$ cat src/rtl/composite_router_pkg.sv
// Shared types and constants for the composite packet router.
package composite_router_pkg;

    typedef enum logic [1:0] {
        IDLE = 2'd0,
        SEND = 2'd1,
        DROP = 2'd2
    } router_state_t;

    localparam int DROP_CNT_W = 16;

    // One extra bit beyond the channel index so out-of-range destinations are representable.
    function automatic int dest_w(input int num_out);
        return $clog2(num_out) + 1;
    endfunction

endpackage

$ cat src/rtl/composite_router_n_fifo.sv
// Small synchronous FIFO used as the router meta queue; a push into a full queue is refused.
module sync_fifo #(
    parameter int WIDTH = 8,
    parameter int DEPTH = 4
) (
    input  logic             clock,
    input  logic             reset,
    input  logic             push,
    input  logic [WIDTH-1:0] push_data,
    input  logic             pop,
    output logic [WIDTH-1:0] head,
    output logic             full,
    output logic             empty
);
    localparam int AW = $clog2(DEPTH);

    logic [WIDTH-1:0] mem [DEPTH];
    logic [AW:0]      wr_ptr;
    logic [AW:0]      rd_ptr;
    logic             do_push;
    logic             do_pop;

    assign full    = (wr_ptr[AW] != rd_ptr[AW]) && (wr_ptr[AW-1:0] == rd_ptr[AW-1:0]);
    assign empty   = (wr_ptr == rd_ptr);
    assign do_push = push && !full;
    assign do_pop  = pop && !empty;
    assign head    = mem[rd_ptr[AW-1:0]];

    always_ff @(posedge clock or posedge reset) begin
        if (reset) begin
            wr_ptr <= '0;
            rd_ptr <= '0;
        end else begin
            if (do_push) wr_ptr <= wr_ptr + 1'b1;
            if (do_pop)  rd_ptr <= rd_ptr + 1'b1;
        end
    end

    always_ff @(posedge clock) begin
        if (do_push) mem[wr_ptr[AW-1:0]] <= push_data;
    end

endmodule

$ cat src/rtl/composite_router_n.sv
// Meta-steered packet router: each queued meta word routes the next data packet to one channel.
// state | meaning
// IDLE  | waiting for a queued meta word; input data stalled
// SEND  | meta offered on channel d, data passed through until last beat
// DROP  | destination out of range; beats consumed and discarded
module composite_router_n
    import composite_router_pkg::*;
#(
    parameter int NUM_OUT    = 4,
    parameter int DATA_W     = 32,
    parameter int META_W     = 8,
    parameter int META_DEPTH = 4
) (
    input  logic                            clock,
    input  logic                            reset,
    input  logic                            io_in_meta_valid,
    output logic                            io_in_meta_ready,
    input  logic [META_W-1:0]               io_in_meta_bits,
    input  logic                            io_in_data_valid,
    output logic                            io_in_data_ready,
    input  logic [DATA_W-1:0]               io_in_data_bits_data,
    input  logic [DATA_W/8-1:0]             io_in_data_bits_keep,
    input  logic                            io_in_data_bits_last,
    output logic [NUM_OUT-1:0]              io_out_meta_valid,
    input  logic [NUM_OUT-1:0]              io_out_meta_ready,
    output logic [NUM_OUT*META_W-1:0]       io_out_meta_bits,
    output logic [NUM_OUT-1:0]              io_out_data_valid,
    input  logic [NUM_OUT-1:0]              io_out_data_ready,
    output logic [NUM_OUT*DATA_W-1:0]       io_out_data_bits_data,
    output logic [NUM_OUT*(DATA_W/8)-1:0]   io_out_data_bits_keep,
    output logic [NUM_OUT-1:0]              io_out_data_bits_last,
    output logic [DROP_CNT_W-1:0]           io_drop_count
);
    localparam int DEST_W = dest_w(NUM_OUT);
    localparam logic [DEST_W-1:0] NUM_OUT_D = DEST_W'(NUM_OUT);

    router_state_t         state;
    router_state_t         state_d;
    logic [META_W-1:0]     head;
    logic [META_W-1:0]     meta_q;
    logic [DEST_W-1:0]     dest_q;
    logic                  full;
    logic                  empty;
    logic                  pop;
    logic                  meta_done;
    logic                  data_done;
    logic                  meta_fire;
    logic                  last_fire;
    logic                  drop_last;
    logic [NUM_OUT-1:0]    sel;
    logic [DROP_CNT_W-1:0] drop_cnt;

    sync_fifo #(
        .WIDTH (META_W),
        .DEPTH (META_DEPTH)
    ) u_meta_q (
        .clock     (clock),
        .reset     (reset),
        .push      (io_in_meta_valid),
        .push_data (io_in_meta_bits),
        .pop       (pop),
        .head      (head),
        .full      (full),
        .empty     (empty)
    );

    always_comb begin
        sel = '0;
        for (int i = 0; i < NUM_OUT; i++) sel[i] = (dest_q == DEST_W'(i));
    end

    always_comb begin
        state_d           = state;
        pop               = 1'b0;
        io_out_meta_valid = '0;
        io_out_data_valid = '0;
        io_in_data_ready  = 1'b0;
        meta_fire         = 1'b0;
        last_fire         = 1'b0;
        drop_last         = 1'b0;
        case (state)
            IDLE: begin
                if (!empty) begin
                    pop     = 1'b1;
                    state_d = (head[DEST_W-1:0] < NUM_OUT_D) ? SEND : DROP;
                end
            end
            SEND: begin
                if (!meta_done) io_out_meta_valid = sel;
                if (!data_done) begin
                    io_out_data_valid = sel & {NUM_OUT{io_in_data_valid}};
                    io_in_data_ready  = |(sel & io_out_data_ready);
                end
                meta_fire = |(io_out_meta_valid & io_out_meta_ready);
                last_fire = io_in_data_valid && io_in_data_ready && io_in_data_bits_last;
                if ((meta_done || meta_fire) && (data_done || last_fire)) state_d = IDLE;
            end
            DROP: begin
                io_in_data_ready = 1'b1;
                drop_last        = io_in_data_valid && io_in_data_bits_last;
                if (drop_last) state_d = IDLE;
            end
            default: state_d = IDLE;
        endcase
    end

    always_ff @(posedge clock or posedge reset) begin
        if (reset) begin
            state     <= IDLE;
            meta_q    <= '0;
            dest_q    <= '0;
            meta_done <= 1'b0;
            data_done <= 1'b0;
            drop_cnt  <= '0;
        end else begin
            state <= state_d;
            if (pop) begin
                meta_q    <= head;
                dest_q    <= head[DEST_W-1:0];
                meta_done <= 1'b0;
                data_done <= 1'b0;
            end
            if (meta_fire) meta_done <= 1'b1;
            if (last_fire) data_done <= 1'b1;
            if (drop_last && (drop_cnt != '1)) drop_cnt <= drop_cnt + DROP_CNT_W'(1);
        end
    end

    // Queue must look full while held in reset so nothing is pushed.
    assign io_in_meta_ready      = !full && !reset;
    assign io_out_meta_bits      = {NUM_OUT{meta_q}};
    assign io_out_data_bits_data = {NUM_OUT{io_in_data_bits_data}};
    assign io_out_data_bits_keep = {NUM_OUT{io_in_data_bits_keep}};
    assign io_out_data_bits_last = {NUM_OUT{io_in_data_bits_last}};
    assign io_drop_count         = drop_cnt;

endmodule

$ cat config.mk
export PLATFORM = sky130hd
export DESIGN_NAME = composite_router_n
export DESIGN_NICKNAME = d
export VERILOG_FILES = /design/src/rtl/composite_router_pkg.sv /design/src/rtl/composite_router_n_fifo.sv /design/src/rtl/composite_router_n.sv
export SDC_FILE = /design/constraint.sdc
export NUM_CORES = 1
export LEC_CHECK = 0
export ABC_AREA = 1
export BUFFER_PORTS_ARGS = -buffer_cell sky130_fd_sc_hd__buf_2
export CELL_PAD_IN_SITES_DETAIL_PLACEMENT = 0
export CELL_PAD_IN_SITES_GLOBAL_PLACEMENT = 2
export CORE_MARGIN = 4
export CORE_UTILIZATION = 26
export CTS_CLUSTER_SIZE = 30
export DETAILED_ROUTE_END_ITERATION = 6
export HOLD_SLACK_MARGIN = 0.1
export PLACE_DENSITY = 0.88
export SETUP_SLACK_MARGIN = 0.5
export SYNTH_ARGS = -nofsm -noshare
export SYNTH_HDL_FRONTEND = slang
export SYNTH_SLANG_ARGS = --single-unit
$ cat constraint.sdc
create_clock -name clock -period 5.9 [get_ports clock]
set_input_delay 1.77 -clock clock [delete_from_list [all_inputs] [get_ports clock]]
set_output_delay 1.77 -clock clock [all_outputs]
set_load 0.05 [all_outputs]
# Word-level counts from Yosys, hierarchy flattened
# Memories as Yosys holds them, arrays and structs flattened.
# Index checks and enable logic that the tools add are counted.
dict set report totals {
  ff_bits 37
  ram_bits 32
  input_bits 57
  output_inout_bits 206
  wordCells 72
  n_memories 1
}
# memory depth word_bits rd rd_clocked_by_memory_dff write_ports line_no
set memory_table {}
lappend memory_table {u_meta_q.mem 4 8 1 0 1 composite_router_n_fifo.sv:17} ;# logic [WIDTH-1:0] mem [DEPTH];
dict set report op_classes {
  addsub 3
  n_lt_le_gt_ge 1
  n_eq_ne 12
  n_mux 23
  bitwise 3
  reduce_logical 21
}
# cell n
set op_table {}
lappend op_table {{$mux 4} 5}
lappend op_table {{$add 16x1->16 const B} 1}
lappend op_table {{$ne 16x16->1 const B} 1}
lappend op_table {{$and 4x4->4} 3}
lappend op_table {{$mux 1} 12}
lappend op_table {{$logic_and 1x1->1} 9}
lappend op_table {{$mux 2} 4}
lappend op_table {{$reduce_or 4->1} 2}
lappend op_table {{$add 3x1->3 const B} 2}
lappend op_table {{$eq 3x2->1 const B} 2}
lappend op_table {{$ne 2x2->1 const B} 3}
lappend op_table {{$pmux 2 s3} 1}
lappend op_table {{$reduce_bool 2->1} 2}
lappend op_table {{$eq 3x1->1 const B} 1}
lappend op_table {{$eq 3x3->1} 1}
lappend op_table {{$logic_not 1->1} 3}
lappend op_table {{$logic_not 3->1} 1}
lappend op_table {{$lt 3x3->1 const B} 1}
lappend op_table {{$reduce_and 3->1} 1}
lappend op_table {{$eq 2x1->1 const B} 1}
lappend op_table {{$eq 2x2->1} 1}
lappend op_table {{$eq 2x2->1 const B} 1}
lappend op_table {{$logic_not 2->1} 1}
lappend op_table {{$logic_or 1x1->1} 2}
lappend op_table {{2 further kinds} 2}

# Longest topological paths before layout
dict set report depth {
  word_depth 11
  depth_mapped 10
}

# Cells and area by module
# Synthesis repeated with hierarchy kept, for this count alone.
dict set report hier_totals {
  cells_unflattened 506
  area_unflattened_um2 4508.1
}
# module n_inst cells_per_inst area_each_um2
set by_module_without_submodules {}
lappend by_module_without_submodules {composite_router_n 1 367 2845.2}
lappend by_module_without_submodules {sync_fifo 1 139 1662.8}

# Least setup slack after synthesis
# No wires, ideal clock.
dict set report synth_timing {
  kind {input to output}
  from {in io_out_data_ready[3]}
  to {out io_in_data_ready}
  arrival_ns 3.226
  path_slack_ns 0.904
  stages 6
  path_buffers 0
  path_cell_list {nand4_1 > nand2_1 > inv_1 > nand2_1 > nand3_1 > a21boi_0}
}
dict set report synth_between {
  elab_chain_len 5
}
# element line_no
set synth_rtl {}
lappend synth_rtl {{start: declaration} composite_router_n.sv:28} ;# input logic [NUM_OUT-1:0] io_out_data_ready,
lappend synth_rtl {{$and 4x4->4} composite_router_n.sv:92} ;# io_in_data_ready = |(sel & io_out_data_ready);
lappend synth_rtl {{$reduce_or 4->1} composite_router_n.sv:92}
lappend synth_rtl {{$mux 1} composite_router_n.sv:90} ;# if (!data_done) begin
lappend synth_rtl {{$mux 1} composite_router_n.sv:81} ;# case (state)
lappend synth_rtl {{$pmux 1 s2} composite_router_n.sv:81}
lappend synth_rtl {{end: declaration} composite_router_n.sv:20} ;# output logic io_in_data_ready,
# Every way passes these cells. The select of a mux whose other input is x is not followed.

# Final worst setup path
# Same ends and word-level chain as after synthesis.

==> reports/results.txt <==
Outcome -> finished, final reports clean
Final WL -> 10110 um
Max Fclk -> 224.9 MHz
Chip height -> 141.7 um
Num CTS Buffers -> 9
WL met2 -> 5851 um
Clk slew on worst S/H paths -> 0.05 ns
Switching power -> 1.374 mW
Diodes inserted -> 0
End point of the critical path -> io_in_data_ready
Worst path cell trace -> buf_2 > nand4_1 > nand2_1 > inv_1 > nand2_1 > nand3_1 > a21boi_0 > buf_2
CTS Root Cell -> clkbuf_16
Fraction of layout cells with a size suffix above 1 -> 30.11%
YS warnings -> 0
Dpl cells -> 644
Buffers & Inverters on Critical Path -> 3
P_leak -> 1.897 nW
Setup Skew -> 0.005731 ns
H-tree depth -> 3
R2r startpoint -> u_meta_q.rd_ptr[0]$_DFFE_PP0P_
Clock power share -> 20.3%
R2R setup slack -> 3.63 ns
HPWL Detailed -> 7944 um
Most frequent cells in the layout -> buf_2, nor2_1, nand2_1
RSZ-0062 raised after global routing -> no
Worst stage delay on the critical path -> 0.30 ns
Post-CTS setup buffers -> 0
Crit path launch -> io_out_data_ready[3]
DRT antenna net count -> 0
Crit path arrival time -> 2.68 ns
Top Ports -> 263
Met3 routed WL -> 770 um
# nets final -> 496
Period utilization -> 75.37%
Die Wd -> 141.7 um
Clock Tree Buf Depth -> 2
HP Class -> register to register
Reg2Reg Depth -> 4
Worst path required time -> 4.13 ns
Ys flop type -> dfrtp_1
PortBufs -> 82
Area delta synth->final -> -7.564%
Reg power frac -> 29.2%
Post-CTS Hold Fix Bufs -> 0
Pre-antenna DRT Iters -> 4
Iter 0 DRT Violations -> 152
Die area -> 0.02008 mm2
RePlAce Congestion -> 0.7295
RR Endpoint -> u_meta_q.mem[1][5]$_DFFE_PP_
CTS tree -> done
Vias per cell -> 3.988
Synth async-reset ratio -> 51.52%
Starting Density -> 26.69%
Gr ovfl total -> 0
Clk sinks -> 66
Rows -> 48
CP max stage cell -> buf_2
Post-CTS sizing -> 0
Slew @ Worst Pin -> 0.7612 ns
Levels on crit path -> 8
Setup crit start kind -> input port
Switching share of power -> 51.41%
Unique masters post-synth -> 34
Slew margin rel. -> 49.07%
Final Max Tran Viols -> 0
Core area -> 0.01742 mm2
Worst IR drop on VDD -> 0.3062 mV
Final setup violation count -> 0
Post-synth EDFFs -> 32
Worst-Skew Late Latency -> 0.33 ns
Register area share after synthesis -> 38.98%
Endpoint type of the worst setup path -> output port
Logic pwr share -> 50.5%
Post-synthesis cell count -> 515
Avg Cell Area, Syn -> 9.026 um2
Commonest non-fill, non-tap cell in the layout -> buf_2
Synthesized flop and latch total -> 66
DR vias -> 2632
Number of max-cap violations -> 0
Metal1 wirelength -> 3371 um
Mapped cell area -> 0.004648 mm2
Critical Path Fanout Max -> 2
Worst Setup Path Type -> input port to output port
Total power -> 2.672 mW
Initial antenna violation count -> 1
Total negative slack -> 0 ns
Int Power -> 1.298 mW
Fin util -> 24.67%
Fin cells -> 660
Cell Pwr Density -> 621.9 mW/mm2
Post-Synthesis Net Count -> 581
DR top layer -> met5
Largest net degree at the start of global routing -> 35
Fin. Hold Viols -> 0
DRC viols -> 0
Crit path max-delay family -> buffers and inverters
Vias in the first global route -> 2602
Global-route wire length before repair -> 15090 um
GRT Util Overall -> 9.798%
Final worst path period need -> 4.447 ns
WL per Instance -> 15.32 um
-- routing by layer --
metal / global-route usage, % / vias to the layer above
met2: 19.20 / 143
met3: 3.236 / 9
met1: 9.342 / 1180
met4: 3.687 / 2
li1: - / 1298
met5: 0 / -
-- cell families (layout without fill, tap and decap cells) --
logic type      after synthesis  count (layout)  share of synthesized area (%)
buf+inv                     217             137                          32.33
compound gates               37              37                          6.003
xor+xnor                     21              21                          4.280
fa+ha+maj                     9               9                          2.423
simple gates                165             165                          15.99
flops                        66              66                          38.98
-- Yosys cell counts (3+ instances only) --
master | n | share of area [%]
buf_4 | 172 | 28
nor2_1 | 66 | 5.3
nand2_1 | 60 | 4.8
inv_1 | 35 | 2.8
dfrtp_1 | 34 | 18
edfxtp_1 | 32 | 21
nand3_1 | 18 | 1.9
o21ai_0 | 15 | 1.6
xor2_1 | 13 | 2.4
ha_1 | 9 | 2.4
o21ai_2 | 7 | 1.3
xnor2_1 | 6 | 1.1
a31oi_2 | 5 | 1.3
buf_6 | 5 | 1.2
nand4_1 | 5 | 0.67
nand2_2 | 3 | 0.40
nor3_2 | 3 | 0.65
-- registers in the layout (all words and copies together), names as in the netlist --
signal,count
meta_q,8
meta_done,1
u_meta_q.rd_ptr,3
data_done,1
io_drop_count,16
state,2
u_meta_q.mem,32
u_meta_q.wr_ptr,3
-- per-stage QoR --
step / instance area [um2] / worst slack [ns] / hold slack [ns]
floorplan: 4648 / 0.9044 / 0.4617
global placement: 3990 / 1.394 / 0.4793
detailed placement: 3990 / 1.403 / 0.4895
CTS: 4297 / 1.399 / 0.4994
global route: 4297 / 1.312 / 0.5025
finish: 4297 / 1.453 / 0.4895
-- how the worst min path moves through the flow --
stage	start	to	depth (start not counted)
after global placement	u_meta_q.wr_ptr[2]$_DFFE_PP0P_	u_meta_q.wr_ptr[2]$_DFFE_PP0P_	1
after CTS	u_meta_q.wr_ptr[2]$_DFFE_PP0P_	u_meta_q.wr_ptr[2]$_DFFE_PP0P_	1
final	u_meta_q.wr_ptr[2]$_DFFE_PP0P_	u_meta_q.wr_ptr[2]$_DFFE_PP0P_	1
after global routing	u_meta_q.wr_ptr[2]$_DFFE_PP0P_	u_meta_q.wr_ptr[2]$_DFFE_PP0P_	1
after detailed placement	u_meta_q.wr_ptr[2]$_DFFE_PP0P_	u_meta_q.wr_ptr[2]$_DFFE_PP0P_	1
after floorplan	u_meta_q.wr_ptr[2]$_DFFE_PP0P_	u_meta_q.wr_ptr[2]$_DFFE_PP0P_	1
-- final cells by class --
| cell class | count | area [um2] |
|---|---|---|
| inverter | 38 | 145.1 |
| timing repair buffer | 83 | 417.9 |
| sequential | 66 | 1812 |
| clock buffer | 9 | 225.2 |
| clock inverter | 7 | 81.33 |
| tap | 225 | 281.5 |
| fill | 1889 | 13120 |
| multi-input combinational | 232 | 1334 |
-- power groups by stage --
stage / clock network, mW / logic [mW] / registers [mW]
after floorplan: 0 / 1.32 / 0.911
after global placement: 0 / 1.36 / 0.781
after detailed placement: 0 / 1.37 / 0.789
after CTS: 0.564 / 1.38 / 0.782
after global routing: 0.583 / 1.46 / 0.804
final: 0.543 / 1.35 / 0.780
(Power assumes the default switching activity.)
